[src/rtl/irq_ctrl_prio_pkg.sv]
// Shared types and constants for the prioritised
// sub-CPU interrupt controller.
package mcd_irq_pkg;

  typedef enum logic {
    IRQ_EDGE  = 1'b0,
    IRQ_LEVEL = 1'b1
  } irq_mode_t;

  localparam logic [1:0] FC_CPU_SPACE = 2'b11;
  localparam logic [2:0] IPL_NONE     = 3'b111;

endpackage

[src/rtl/irq_ctrl_prio_if.sv]
// 68000 interrupt bus between the sub-CPU (master)
// and the interrupt controller (slave).
interface irq_ctrl_prio_if;

  logic [2:0] cpu_fc;
  logic [2:0] cpu_addr;
  logic       cpu_oe;
  logic [2:0] cpu_ipl;
  logic       cpu_vpa;

  modport master (
    output cpu_fc,
    output cpu_addr,
    output cpu_oe,
    input  cpu_ipl,
    input  cpu_vpa
  );

  modport slave (
    input  cpu_fc,
    input  cpu_addr,
    input  cpu_oe,
    output cpu_ipl,
    output cpu_vpa
  );

endinterface

[src/rtl/irq_ctrl_prio_chan.sv]
// One request channel: input sync, rising-edge
// detect, pending and sticky overflow flags.
module irq_prio_chan
  import mcd_irq_pkg::*;
(
  input  logic      clk_asic,
  input  logic      rst,
  input  logic      req,
  input  irq_mode_t mode,
  input  logic      ack_sel,
  input  logic      clr,
  output logic      pend,
  output logic      ovf
);

  // hist[0] syncs, hist[2:1] is the edge history
  logic [2:0] hist;
  logic       edge_det;

  assign edge_det = hist[1] & ~hist[2];

  always_ff @(posedge clk_asic) begin
    if (rst) begin
      hist <= '0;
      pend <= 1'b0;
      ovf  <= 1'b0;
    end else begin
      hist <= {hist[1:0], req};
      if (clr)
        ovf <= 1'b0;
      else if (mode == IRQ_EDGE && edge_det &&
               pend && !ack_sel)
        ovf <= 1'b1;
      // a new edge wins over ack and clear
      if (mode == IRQ_LEVEL)
        pend <= req;
      else if (edge_det)
        pend <= 1'b1;
      else if (ack_sel || clr)
        pend <= 1'b0;
    end
  end

endmodule

[src/rtl/irq_ctrl_prio.sv]
// Prioritised 68000 interrupt controller: level
// reduction, IACK channel select, IPL/VPA drive.
module irq_ctrl_prio
  import mcd_irq_pkg::*;
#(
  parameter int N_CH  = 6,
  parameter int LVL_W = 3
) (
  input  logic              clk_asic,
  input  logic              rst,
  input  logic              sub_sync,
  input  logic [N_CH-1:0]   ireq,
  input  logic [N_CH-1:0]   imsk,
  input  logic [N_CH-1:0]   imode,
  input  logic [N_CH*LVL_W-1:0] ilvl,
  input  logic              clr_stb,
  input  logic [N_CH-1:0]   clr_mask,
  irq_ctrl_prio_if.slave    bus,
  output logic [N_CH-1:0]   irq_pend_out,
  output logic [N_CH-1:0]   irq_ovf_out
);

  logic [LVL_W-1:0] lvl [N_CH];
  logic [LVL_W-1:0] max_lvl;
  logic [N_CH-1:0]  ack_sel;
  logic             iack;
  logic             idle_q;
  logic             ack_start;

  assign iack = !bus.cpu_oe &&
                bus.cpu_fc[1:0] == FC_CPU_SPACE;

  // idle_q resets low so an IACK already active
  // at reset release is never acknowledged
  assign ack_start = iack & idle_q;

  for (genvar k = 0; k < N_CH; k++) begin : g_ch
    assign lvl[k] = ilvl[k*LVL_W +: LVL_W];
    irq_prio_chan u_chan (
      .clk_asic (clk_asic),
      .rst      (rst),
      .req      (ireq[k] & imsk[k]),
      .mode     (irq_mode_t'(imode[k])),
      .ack_sel  (ack_sel[k]),
      .clr      (clr_stb & clr_mask[k]),
      .pend     (irq_pend_out[k]),
      .ovf      (irq_ovf_out[k])
    );
  end

  always_comb begin
    max_lvl = '0;
    for (int k = 0; k < N_CH; k++)
      if (irq_pend_out[k] && lvl[k] > max_lvl)
        max_lvl = lvl[k];
  end

  // ascending scan: highest matching index wins
  always_comb begin
    ack_sel = '0;
    for (int k = 0; k < N_CH; k++)
      if (ack_start && irq_pend_out[k] &&
          imode[k] == IRQ_EDGE && |lvl[k] &&
          lvl[k] == bus.cpu_addr) begin
        ack_sel    = '0;
        ack_sel[k] = 1'b1;
      end
  end

  always_ff @(posedge clk_asic) begin
    if (rst) begin
      idle_q      <= 1'b0;
      bus.cpu_ipl <= IPL_NONE;
      bus.cpu_vpa <= 1'b1;
    end else begin
      idle_q <= !iack;
      if (sub_sync) begin
        bus.cpu_ipl <= ~max_lvl;
        bus.cpu_vpa <= !iack;
      end
    end
  end

endmodule

[src/flat_wrapper.sv]
// flat-port wrapper written by rule: the top's interface ports become plain ports
module irq_ctrl_prio_flat import mcd_irq_pkg::*;
#(
  parameter int N_CH  = 6,
  parameter int LVL_W = 3
)
  (clk_asic, rst, sub_sync, ireq, imsk, imode, ilvl, clr_stb, clr_mask, irq_pend_out, irq_ovf_out, bus_cpu_fc, bus_cpu_addr, bus_cpu_oe, bus_cpu_ipl, bus_cpu_vpa);
  irq_ctrl_prio_if bus_i ();
  input  logic clk_asic;
  input  logic rst;
  input  logic sub_sync;
  input  logic [N_CH-1:0] ireq;
  input  logic [N_CH-1:0] imsk;
  input  logic [N_CH-1:0] imode;
  input  logic [N_CH*LVL_W-1:0] ilvl;
  input  logic clr_stb;
  input  logic [N_CH-1:0] clr_mask;
  output logic [N_CH-1:0] irq_pend_out;
  output logic [N_CH-1:0] irq_ovf_out;
  input wire logic [$bits(bus_i.cpu_fc)-1:0] bus_cpu_fc;
  input wire logic [$bits(bus_i.cpu_addr)-1:0] bus_cpu_addr;
  input wire logic [$bits(bus_i.cpu_oe)-1:0] bus_cpu_oe;
  output wire logic [$bits(bus_i.cpu_ipl)-1:0] bus_cpu_ipl;
  output wire logic [$bits(bus_i.cpu_vpa)-1:0] bus_cpu_vpa;
  assign bus_i.cpu_fc = bus_cpu_fc;
  assign bus_i.cpu_addr = bus_cpu_addr;
  assign bus_i.cpu_oe = bus_cpu_oe;
  assign bus_cpu_ipl = bus_i.cpu_ipl;
  assign bus_cpu_vpa = bus_i.cpu_vpa;
  irq_ctrl_prio #(.N_CH(N_CH), .LVL_W(LVL_W)) u_core (.clk_asic(clk_asic), .rst(rst), .sub_sync(sub_sync), .ireq(ireq), .imsk(imsk), .imode(imode), .ilvl(ilvl), .clr_stb(clr_stb), .clr_mask(clr_mask), .bus(bus_i), .irq_pend_out(irq_pend_out), .irq_ovf_out(irq_ovf_out));
endmodule
[config.mk]
export PLATFORM = sky130hd
export DESIGN_NAME = irq_ctrl_prio_flat
export DESIGN_NICKNAME = d
export VERILOG_FILES = /design/src/rtl/irq_ctrl_prio_pkg.sv /design/src/rtl/irq_ctrl_prio_if.sv /design/src/rtl/irq_ctrl_prio_chan.sv /design/src/rtl/irq_ctrl_prio.sv /design/src/flat_wrapper.sv
export SDC_FILE = /design/constraint.sdc
export NUM_CORES = 1
export LEC_CHECK = 0
export CAP_MARGIN = 20
export CORE_AREA = 2 2 73 75
export CTS_CLUSTER_SIZE = 8
export DETAILED_ROUTE_END_ITERATION = 10
export DIE_AREA = 0 0 75 77
export GPL_TIMING_DRIVEN = 0
export MAX_ROUTING_LAYER = met4
export PLACE_DENSITY_LB_ADDON = 0.15
export REMOVE_ABC_BUFFERS = 1
export SLEW_MARGIN = 20
export SYNTH_ARGS = -nofsm -noshare
export SYNTH_HDL_FRONTEND = slang
export SYNTH_SLANG_ARGS = --single-unit
[constraint.sdc]
create_clock -name clk_asic -period 8.2 [get_ports clk_asic]
set_input_delay 2.05 -clock clk_asic [delete_from_list [all_inputs] [get_ports clk_asic]]
set_output_delay 2.05 -clock clk_asic [all_outputs]
set_load 0.03 [all_outputs]
After elaboration in Yosys (flattened, before gate mapping)
Cells that the tools add are included.
- magnitude comparators: 6
- eq/ne operators: 7
- muxes and demuxes: 30
- bitwise operators: 32
- reductions and logical operators: 81
- operators with widths (kind ; count):
    logical AND 1 bit ; 49
    2-to-1 mux 3 bit ; 7
    bitwise AND 1 bit ; 19
    2-to-1 mux 1 bit ; 19
    equality test 3 bit ; 6
    nonzero test 3 bit ; 6
    OR reduction 3 bit ; 6
    > comparator 3 bit ; 5
    NOT 1 bit ; 12
    OR reduction 2 bit ; 6
    logical NOT 1 bit ; 8
    logical OR 1 bit ; 6
    2-to-1 mux 6 bit ; 1
    2-to-1 mux 5 bit ; 1
    2-to-1 mux 4 bit ; 1
    > comparator 3 x 1 -> 1 bit, second input constant ; 1
    NOT 3 bit ; 1
    equality test 2 bit, second input constant ; 1
    2-to-1 mux 2 bit ; 1
- flip-flop bits (word level): 35
- bits of input ports: 53
- output and inout port bits: 16
- logic and storage cells: 177

Longest topological paths before layout
Gate-level depths: netlist (run 1).
- depth after elaboration: 19
- gate-level depth with buffers: 33
- mapped depth without buffers: 33

By module
A second synthesis (run 1) with hierarchy kept.
- cell total of the unflattened synthesis: 280
- area, all modules: 2359.8 um^2
- by module, submodules not included (module ; instances ; cells each ; area an instance (um^2) ; seq. area each (um^2)):
    irq_ctrl_prio ; 1 ; 178 ; 1271.2 ; 100.1
    irq_prio_chan ; 6 ; 17 ; 181.4 ; 100.1

Least setup slack after synthesis (run 1)
OpenSTA, ideal clock, no wires.
- kind: input to register
- from: input port ilvl[1]
- to: register u_core.bus.cpu_ipl[0]
- library setup time: 0.120 ns
- data arrival time: 7.388 ns
- data required time: 8.080 ns
- slack: 0.693 ns
- stages: 33
- buffers on the path: 0
- cells stage by stage: nand2_1 -> ha_1 -> nor2b_4 -> o31a_2 -> nand2_1 -> mux2_2 -> ha_1 -> nor2_1 -> o211ai_1 -> a31oi_1 -> o211a_1 -> nor2_1 -> ha_1 -> nor2_1 -> a211oi_1 -> a41oi_1 -> and3_4 -> o31ai_4 -> ha_1 -> nand3_1 -> nand2_1 -> a21oi_1 -> nand2_1 -> o21ai_1 -> inv_1 -> ha_1 -> nor2b_1 -> o21ai_0 -> a21oi_1 -> nand2_1 -> o211ai_1 -> a21oi_2 -> a211o_1
- cells in the longest elaborated chain, start to end: 19
- RTL lines (element ; line ; text):
    start, declared ; flat_wrapper.sv:15 ; input logic [N_CH*LVL_W-1:0] ilvl;
    > comparator 3 x 1 -> 1 bit ; irq_ctrl_prio.sv:54 ; if (irq_pend_out[k] && lvl[k] > max_lvl)
    logical AND 1 bit ; irq_ctrl_prio.sv:54 ;
    2-to-1 mux 3 bit (*) ; irq_ctrl_prio.sv:54 ;
    > comparator 3 bit ; irq_ctrl_prio.sv:54 ;
    logical AND 1 bit ; irq_ctrl_prio.sv:54 ;
    2-to-1 mux 3 bit (*) ; irq_ctrl_prio.sv:54 ;
    > comparator 3 bit ; irq_ctrl_prio.sv:54 ;
    logical AND 1 bit ; irq_ctrl_prio.sv:54 ;
    (+3 left out) ; - ;
    2-to-1 mux 3 bit (*) ; irq_ctrl_prio.sv:54 ;
    > comparator 3 bit ; irq_ctrl_prio.sv:54 ;
    logical AND 1 bit ; irq_ctrl_prio.sv:54 ;
    2-to-1 mux 3 bit (*) ; irq_ctrl_prio.sv:54 ;
    > comparator 3 bit ; irq_ctrl_prio.sv:54 ;
    logical AND 1 bit ; irq_ctrl_prio.sv:54 ;
    2-to-1 mux 3 bit (*) ; irq_ctrl_prio.sv:54 ;
    NOT 3 bit (*) ; irq_ctrl_prio.sv:78 ; bus.cpu_ipl <= ~max_lvl;
    end signal, assigned ; irq_ctrl_prio.sv:78 ;
    end, declared ; irq_ctrl_prio_if.sv:23 ; output cpu_ipl,
Every way passes the cells marked *; elsewhere a longest branch is shown, timed or not.
A chain may end at the register's enable or synchronous reset.

Worst setup path after layout (run 1)
- from: input port ilvl[4]
- to: register u_core.bus.cpu_ipl[0]
- cells in the longest elaborated chain, start to end: 16
- RTL lines (element ; line):
    > comparator 3 bit ; irq_ctrl_prio.sv:54
    logical AND 1 bit ; irq_ctrl_prio.sv:54
    2-to-1 mux 3 bit (*) ; irq_ctrl_prio.sv:54
    > comparator 3 bit ; irq_ctrl_prio.sv:54
    logical AND 1 bit ; irq_ctrl_prio.sv:54
    2-to-1 mux 3 bit (*) ; irq_ctrl_prio.sv:54
    > comparator 3 bit ; irq_ctrl_prio.sv:54
    logical AND 1 bit ; irq_ctrl_prio.sv:54
    2-to-1 mux 3 bit (*) ; irq_ctrl_prio.sv:54
    > comparator 3 bit ; irq_ctrl_prio.sv:54
    logical AND 1 bit ; irq_ctrl_prio.sv:54
    2-to-1 mux 3 bit (*) ; irq_ctrl_prio.sv:54
    > comparator 3 bit ; irq_ctrl_prio.sv:54
    logical AND 1 bit ; irq_ctrl_prio.sv:54
    2-to-1 mux 3 bit (*) ; irq_ctrl_prio.sv:54
    NOT 3 bit (*) ; irq_ctrl_prio.sv:78
Marked as above.

==> impl_metrics.yaml, run 1 <==
critical_path:
  r2r-end: "u_core.bus.cpu_ipl[0]"
  crit_family: "compound AO/OA/AOI/OAI gates"
  critPathRequiredTime_ps: 8370
  crit_buf_inv: 2
  r2r_start: "u_core.g_ch[0].u_chan.pend"
  slowest_delay_ps: 610
  cp_max_fo: 6
  path_class: "in -> reg"
  worstRegToRegCells: 33
  start_kind: "input pin"
  cp-end-kind: "flip-flop"
  slowest_stage: "clkdlybuf4s50_1"
  r2r_setup_slack_ps: 2230
  cp.arrival_ps: 8000
power:
  leakagePower_nw: 1.23
  power_density_mw_per_mm2: 128
  worst_ir_drop_vdd_uv: 125
  p_total_uw: 398
synthesis:
  synth_top_area_share: 0.302
  synth_edf_count: 0
  avgSynthCellArea_um2: 8.23
  syn_area_mm2: 0.00232
  ys_types: 59
  synth_ff_type: "dfxtp_1"
  synth_top_area_cell: "dfxtp_1"
  synthArstFlopShare: 0
  syn_inst: 282
  netlist_top_cells_area: "dfxtp_1, ha_1, nor2b_1"
  ys_ff_latch: 35
  yosysWarnings: 0
  yosysSeqAreaShare: 0.302
layout:
  nFillCells: 457
  syn_to_final_growth_pct: 33.8
  multi_input_area_mm2: 0.00146
  fin_nets: 406
  seqCellArea_um2: 701
  final_util: 0.623
  drive_gt1_frac: 0.0962
  antenna-diode-count: 0
  fin_area_mm2: 0.00310
placed_design:
  dp_hpwl_mm: 4.20
  placedInstanceArea_mm2: 0.00293
  portBuffers: 67
  gp_congestion: 0.834
cts:
  cts_sinks: 35
  numCtsBuffers: 5
  clockRootBuffer: "clkbuf_8"
  cts_hold_buffers: 0
  clkTransAtPathRegs_ps: 70
  cts_tree: "yes"
  insertion_delay_ps: 280
  clock_path_buffers: 2
  htreeDepth: 2
run_status:
  outcome: "finished clean"
global_routing:
  grt_pass1_vias: 2023
  antenna_found_initial: 0
  grt_use_total: 0.205
  grt_max_degree: 25
  grt_pass1_wl_mm: 9.14
  overflow: 0
route:
  vias_per_cell: 5.33
  finalWirelength_mm: 5.39
  postRouteAntennaNets: 0
  drc: 0
  initialDrtViolationCount: 145
  wl_per_cell_um: 13.1
  first_pass_iters: 4
  vias: 2201
min_path:
  holdCritStartpoint: "u_core.g_ch[0].u_chan.hist[0]"
  hold_path_end: "u_core.g_ch[0].u_chan.hist[1]"
  holdPathStages: 1
  hold_path_class: "reg -> reg"
floorplanning:
  row_count: 26
  start_util: 0.466
  die_width_um: 75
  die_h_um: 77
  io_pins: 69
  dieArea_mm2: 0.00578
  coreArea_mm2: 0.00498
timing:
  relSlewSlack: 0.415
  fin_crit_sh: 0.954
  finalHoldViolCount: 0
  min_period_ps: 7830
  finalMaxSlewViolations: 0
  worst_hold_slack_ps: 438
  setup_viol: 0
  max_freq_mhz: 128
  clock_skew_ps: 5.24
  tightest_slew_ps: 874
run:
  drv_cap: 0
==> per-stage QoR <==
step | worst slack, ps | instances | setup TNS, ps
floorplan | 660 | 263 | 0
global placement | -308 | 400 | -514
detailed placement | -410 | 400 | -809
CTS | 23.9 | 408 | 0
global route | -3.13 | 413 | -3.13
finish | 374 | 413 | 0
==> final cells by class <==
cell class / count / area share
tap: 70 / 0.0282
timing repair buffer: 72 / 0.228
multi-input combinational: 210 / 0.470
inverter: 18 / 0.0218
sequential: 35 / 0.226
clock inverter: 1 / 0.00161
clock buffer: 7 / 0.0246
==> report_power, final <==
part | internal [mW] | switching (mW) | leakage, nW
clock | 0.0595 | 0.0564 | 0.0422
combinational | 0.0523 | 0.0511 | 0.906
sequential | 0.175 | 0.00310 | 0.286
==> metal layers <==
layer	track usage	vias up	part of all wire
met5	-	-	0
met2	0.304	52	0.46
li1	-	1131	-
met4	0.0679	0	0.011
met1	0.282	1014	0.49
met3	0.0315	4	0.039
==> how the worst max path moves through the flow <==
stage	startpoint	to	slack [ps]	depth (start not counted)
after CTS	ilvl[1]	u_core.bus.cpu_ipl[0]	20	34
after global routing	ilvl[2]	u_core.bus.cpu_ipl[0]	-3	34
final	ilvl[4]	u_core.bus.cpu_ipl[0]	370	33
after global placement	ilvl[1]	u_core.bus.cpu_ipl[0]	-310	34
after floorplan	ilvl[1]	u_core.bus.cpu_ipl[0]	660	33
after detailed placement	ilvl[1]	u_core.bus.cpu_ipl[0]	-410	34
==> synth_stat cells, types with 9 or more instances <==
library cell	instances
a21oi_1	13
a31oi_1	13
buf_4	12
dfxtp_1	35
ha_1	11
inv_1	18
nand2_1	28
nand3_1	10
nor2_1	20
nor2b_1	20
o21ai_0	11
xor2_1	9
==> sequential cells by signal, indices dropped and copies added, names as in the netlist <==
name	cells
u_core.g_ch.u_chan.ovf	6
u_core.g_ch.u_chan.pend	6
u_core.idle_q	1
u_core.bus.cpu_ipl	3
u_core.bus.cpu_vpa	1
u_core.g_ch.u_chan.hist	18
==> kinds of logic after synthesis <==
kind of cell / share of synthesized area
flops: 0.302
mux: 0.00917
compound gates: 0.250
xor+xnor: 0.0415
simple gates: 0.245
fa+ha+maj: 0.0593
buf+inv: 0.0928
==> cells in the final DEF, fill, tap and decap left out, drive strengths merged, types with 3 or more instances in the layout <==
cell | synthesis | routed
a21o | 4 | 4
xor2 | 9 | 9
buf | 15 | 5
inv | 18 | 18
o21ai | 13 | 13
o211a | 4 | 4
a2111oi | 4 | 4
dfxtp | 35 | 35
clkbuf | 3 | 7
clkdlybuf4s50 | 0 | 67
ha | 11 | 11
a21oi | 14 | 14
nor2 | 20 | 20
a211oi | 6 | 6
nand3 | 10 | 10
o211ai | 3 | 3
nand2b | 6 | 6
a31oi | 14 | 14
nor2b | 21 | 21
and3 | 9 | 9
nand2 | 28 | 28
nor3 | 3 | 3
==> repair_timing <==
action / 4_1_cts / 5_1_grt
endpoints found under the setup margin: 1 / 3
gates resized for setup: 1 / 9
endpoints found under the hold margin: 0 / 0
buffers inserted: 0 / 5
pin swaps: 0 / 4
No activity file was read; power rests on OpenSTA's default activity.
==> inputs of run 2 (changes only) <==
--- a/config.mk
+++ b/config.mk
@@ -6,15 +6,15 @@
 export NUM_CORES = 1
 export LEC_CHECK = 0
 export CAP_MARGIN = 20
-export CORE_AREA = 2 2 73 75
+export CORE_AREA = 2 2 69 71
 export CTS_CLUSTER_SIZE = 8
 export DETAILED_ROUTE_END_ITERATION = 10
-export DIE_AREA = 0 0 75 77
-export GPL_TIMING_DRIVEN = 0
+export DIE_AREA = 0 0 71 73
+export DONT_BUFFER_PORTS = 1
 export MAX_ROUTING_LAYER = met4
 export PLACE_DENSITY_LB_ADDON = 0.15
 export REMOVE_ABC_BUFFERS = 1
-export SLEW_MARGIN = 20
+export SLEW_MARGIN = 5
 export SYNTH_ARGS = -nofsm -noshare
 export SYNTH_HDL_FRONTEND = slang
 export SYNTH_SLANG_ARGS = --single-unit
==> impl_metrics.yaml, run 2 (synthesis gave the netlist of run 1 again) <==
route:
  postRouteAntennaNets: 0
  drc: 0
  finalWirelength_mm: 5.06
  first_pass_iters: 4
  wl_per_cell_um: 15.5
  vias: 1923
  initialDrtViolationCount: 91
  vias_per_cell: 5.88
critical_path:
  slowest_stage: "mux2_2"
  start_kind: "input pin"
  path_class: "in -> reg"
  cp_max_fo: 5
  slowest_delay_ps: 350
  cp.arrival_ps: 7620
  critPathRequiredTime_ps: 8370
  cp-end-kind: "flip-flop"
timing:
  postLayoutSetupSlackWorst_ps: 748
  finalHoldViolCount: 0
  max_freq_mhz: 134
  min_period_ps: 7450
  clock_skew_ps: 4.35
  finalSetupTns_ps: 0
  rsz0062_at_grt: "no"
  relSlewSlack: 0.611
  fin_crit_sh: 0.909
  setup_viol: 0
  tightest_slew_ps: 568
  worst_hold_slack_ps: 439
  finalMaxSlewViolations: 0
run_status:
  outcome: "finished clean"
placed_design:
  placedInstanceArea_mm2: 0.00225
  portBuffers: 0
  gp_congestion: 0.784
  dp_cells: 319
  preCtsSetupSlack_ps: 467
  dp_hpwl_mm: 4.00
layout:
  stdcell_count: 327
  reg_top3: "u_core.g_ch.u_chan.hist x18, u_core.g_ch.u_chan.ovf x6, u_core.g_ch.u_chan.pend x6"
  antenna-diode-count: 0
  final_cell_mix: "dfxtp_1, nand2_1, nor2_1, nor2b_1, inv_1"
  fin_nets: 336
  top_register: "u_core.g_ch.u_chan.hist"
  final_common_cell: "dfxtp_1"
  drive_gt1_frac: 0.0879
  nFillCells: 436
  syn_to_final_growth_pct: 1.51
  fin_area_mm2: 0.00235
  largest_reg_flops: 18
cts:
  clockRootBuffer: "clkbuf_8"
  clock_path_buffers: 2
  cts_tree: "yes"
  cts_hold_buffers: 0
  clkTransAtPathRegs_ps: 70
  numCtsBuffers: 5
  insertion_delay_ps: 280
  cts_sinks: 35
  cts-resized-gates: 0
  postCtsSetupBuffers: 0
  htreeDepth: 2
floorplanning:
  row_count: 25
  coreArea_mm2: 0.00454
  die_width_um: 71
  die_h_um: 73
  io_pins: 69
  start_util: 0.511
  dieArea_mm2: 0.00518
global_routing:
  grt_use_total: 0.208
  grt_pass1_wl_mm: 8.27
  grt_pass1_vias: 1776
  overflow: 0
  antenna_found_initial: 0
  grt_max_degree: 25
min_path:
  hold_path_class: "reg -> reg"
power:
  power_density_mw_per_mm2: 158
  leakagePower_nw: 0.964
  worst_ir_drop_vdd_uv: 125
run:
  drv_cap: 0
==> run 2: cell count changes in the layout (fill, tap and decap cells not counted), moves of 2 or more <==
cell | before | now
clkdlybuf4s50_1 | 67 | 0
a21oi_1 | 10 | 13
buf_4 | 5 | 2
a21oi_2 | 3 | 1
clkbuf_8 | 5 | 7
==> run 2: critical path: cells and delay by family <==
| family | cells | cell delay, ps |
|---|---|---|
| AOI/OAI and AO/OA | 14 | 2500 |
| adders and majority gates | 5 | 1440 |
| and+or+nand+nor | 12 | 1200 |
| muxes | 1 | 350 |
| buffers and inverters | 1 | 70 |
==> run 2: worst paths after layout <==
kind / end / slack [ps] / cells after the start / start
worst min-delay path: u_core.g_ch[3].u_chan.hist[1] / 440 / 1 / u_core.g_ch[3].u_chan.hist[0]
worst min register to register: u_core.g_ch[3].u_chan.hist[1] / 440 / 1 / u_core.g_ch[3].u_chan.hist[0]
worst max-delay path: u_core.bus.cpu_ipl[0] / 750 / 33 / ilvl[1]
worst max register to register: u_core.bus.cpu_ipl[0] / 1850 / 33 / u_core.g_ch[0].u_chan.pend
==> run 2: metrics by stage <==
| stage | total power [mW] | utilization |
|---|---|---|
| detailed placement | 0.240 | 0.497 |
| CTS | 0.376 | 0.519 |
| floorplan | 0.231 | - |
| global route | 0.394 | 0.519 |
| global placement | 0.239 | 0.497 |
| finish | 0.371 | 0.519 |
==> run 2: routing by layer <==
metal,vias up,part of all wire,GRT usage,wire length [um]
met4,0,0.016,0.0797,79
met1,883,0.47,0.265,2360
li1,987,-,-,-
met5,-,0,-,0
met2,44,0.46,0.320,2350
met3,9,0.054,0.0483,275
==> run 2: power breakdown <==
part	switching, mW	internal [mW]
sequential	0.00865	0.175
clock	0.0578	0.0766
combinational	0.0278	0.0246
total	0.0943	0.277
==> run 2: final cells by class <==
class,instances,area [um^2],area share
multi-input combinational,210,1400,0.596
sequential,35,701,0.298
inverter,18,67.6,0.0287
timing repair buffer,2,15.0,0.00638
tap,54,67.6,0.0287
clock buffer,8,100,0.0425
==> inputs of run 3 (changes only) <==
--- a/config.mk
+++ b/config.mk
@@ -11,6 +11,7 @@
 export DETAILED_ROUTE_END_ITERATION = 10
 export DIE_AREA = 0 0 71 73
 export DONT_BUFFER_PORTS = 1
+export GPL_TIMING_DRIVEN = 0
 export MAX_ROUTING_LAYER = met4
 export PLACE_DENSITY_LB_ADDON = 0.15
 export REMOVE_ABC_BUFFERS = 1
==> impl_metrics.yaml, run 3 (synthesis gave the netlist of run 1 again) <==
run_status:
  outcome: "finished clean"
cts:
  numCtsBuffers: 5
  htreeDepth: 2
  clock_path_buffers: 2
  clkTransAtPathRegs_ps: 60
  insertion_delay_ps: 280
  cts_sinks: 35
  clockRootBuffer: "clkbuf_8"
  postCtsSetupBuffers: 0
  cts_hold_buffers: 0
  cts_tree: "yes"
placed_design:
  portBuffers: 0
  dp_cells: 317
  placedInstanceArea_mm2: 0.00224
  gp_congestion: 0.785
  preCtsSetupSlack_ps: 66.8
  dp_hpwl_mm: 4.05
route:
  finalWirelength_mm: 5.12
  vias_per_cell: 5.99
  first_pass_iters: 4
  drc: 0
  initialDrtViolationCount: 52
  postRouteAntennaNets: 0
  wl_per_cell_um: 15.8
  vias: 1934
power:
  power_density_mw_per_mm2: 150
  p_int_uw: 256
  leakagePower_nw: 0.938
  clockPowerShare: 0.319
  worst_ir_drop_vdd_uv: 106
  pwr-share-comb: 0.152
  swShare: 0.263
  p_switching_uw: 91.3
  p_seq_frac: 0.530
timing:
  finalSetupTns_ps: 0
  relSlewSlack: 0.595
  fin_crit_sh: 0.922
  finalHoldViolCount: 0
  setup_viol: 0
  finalMaxSlewViolations: 0
  tightest_slew_ps: 593
  rsz0062_at_grt: "no"
  min_period_ps: 7560
  clock_skew_ps: 4.04
  postLayoutSetupSlackWorst_ps: 644
  max_freq_mhz: 132
layout:
  syn_to_final_growth_pct: -0.000216
  fin_area_mm2: 0.00232
  reg_top3: "u_core.g_ch.u_chan.hist x18, u_core.g_ch.u_chan.ovf x6, u_core.g_ch.u_chan.pend x6"
  top_register: "u_core.g_ch.u_chan.hist"
  largest_reg_flops: 18
  drive_gt1_frac: 0.0818
  nFillCells: 457
  final_cell_mix: "dfxtp_1, nand2_1, nor2_1, nor2b_1, inv_1"
  fin_nets: 334
  final_util: 0.511
  stdcell_count: 323
  final_common_cell: "dfxtp_1"
  antenna-diode-count: 0
critical_path:
  critPathRequiredTime_ps: 8370
  slowest_delay_ps: 340
  slowest_stage: "mux2_2"
  cp_max_fo: 7
  start_kind: "input pin"
  cp-end-kind: "flip-flop"
  cp.arrival_ps: 7730
  path_class: "in -> reg"
min_path:
  hold_path_class: "reg -> reg"
floorplanning:
  start_util: 0.511
  die_width_um: 71
  io_pins: 69
  die_h_um: 73
  row_count: 25
  dieArea_mm2: 0.00518
  coreArea_mm2: 0.00454
global_routing:
  grt_use_total: 0.209
  grt_pass1_wl_mm: 8.30
  grt_pass1_vias: 1822
  overflow: 0
  grt_use_met3: 0.0497
  grt_max_degree: 25
  use_met2: 0.334
  busiest_layer: "met2"
  antenna_found_initial: 0
  globalRouteMet1Util: 0.257
run:
  drv_cap: 0
[run 3: per-layer routing]
metal	up-vias	routed length, um
met4	0	99
met2	55	2340
met5	-	0
li1	981	-
met1	887	2340
met3	11	341
[run 3: cell type report]
class,count,area [um^2],area share
Multi-Input combinational cell,210,1410,0.608
Sequential cell,35,701,0.302
Clock buffer,6,72.6,0.0313
Inverter,18,67.6,0.0291
Tap cell,54,67.6,0.0291
[run 3: final timing paths]
check	from	slack, ps	cells past startpoint	end
setup / recovery	ilvl[1]	640	33	u_core.bus.cpu_ipl[0]
hold / removal	u_core.g_ch[5].u_chan.hist[0]	430	1	u_core.g_ch[5].u_chan.hist[1]
setup reg to reg	u_core.g_ch[0].u_chan.pend	1740	33	u_core.bus.cpu_ipl[0]
hold reg to reg	u_core.g_ch[5].u_chan.hist[0]	430	1	u_core.g_ch[5].u_chan.hist[1]
[run 3: worst max-delay path: cells and delay by family]
family | cells | cell delay [ps]
AOI/OAI and AO/OA | 14 | 2670
adders and majority gates | 5 | 1440
and+or+nand+nor | 12 | 1160
buffers and inverters | 1 | 70
muxes | 1 | 340
[run 3: through the flow]
stage | hold slack [ps] | power (mW)
floorplan | 414 | 0.231
global placement | 416 | 0.239
detailed placement | 422 | 0.240
CTS | 437 | 0.351
global route | 450 | 0.365
finish | 434 | 0.348
[run 3: power groups by stage]
stage	logic [mW]	registers (mW)	clock network, mW
global placement	0.0508	0.188	0
finish	0.0527	0.184	0.111
detailed placement	0.0519	0.188	0
floorplan	0.0439	0.187	0
CTS	0.0523	0.184	0.114
global route	0.0612	0.185	0.119
[run 3: timing repair]
item                       4_1_cts  5_1_grt
setup endpoints to repair        0        3
hold endpoints to repair         0        0
gates resized for setup          0        2
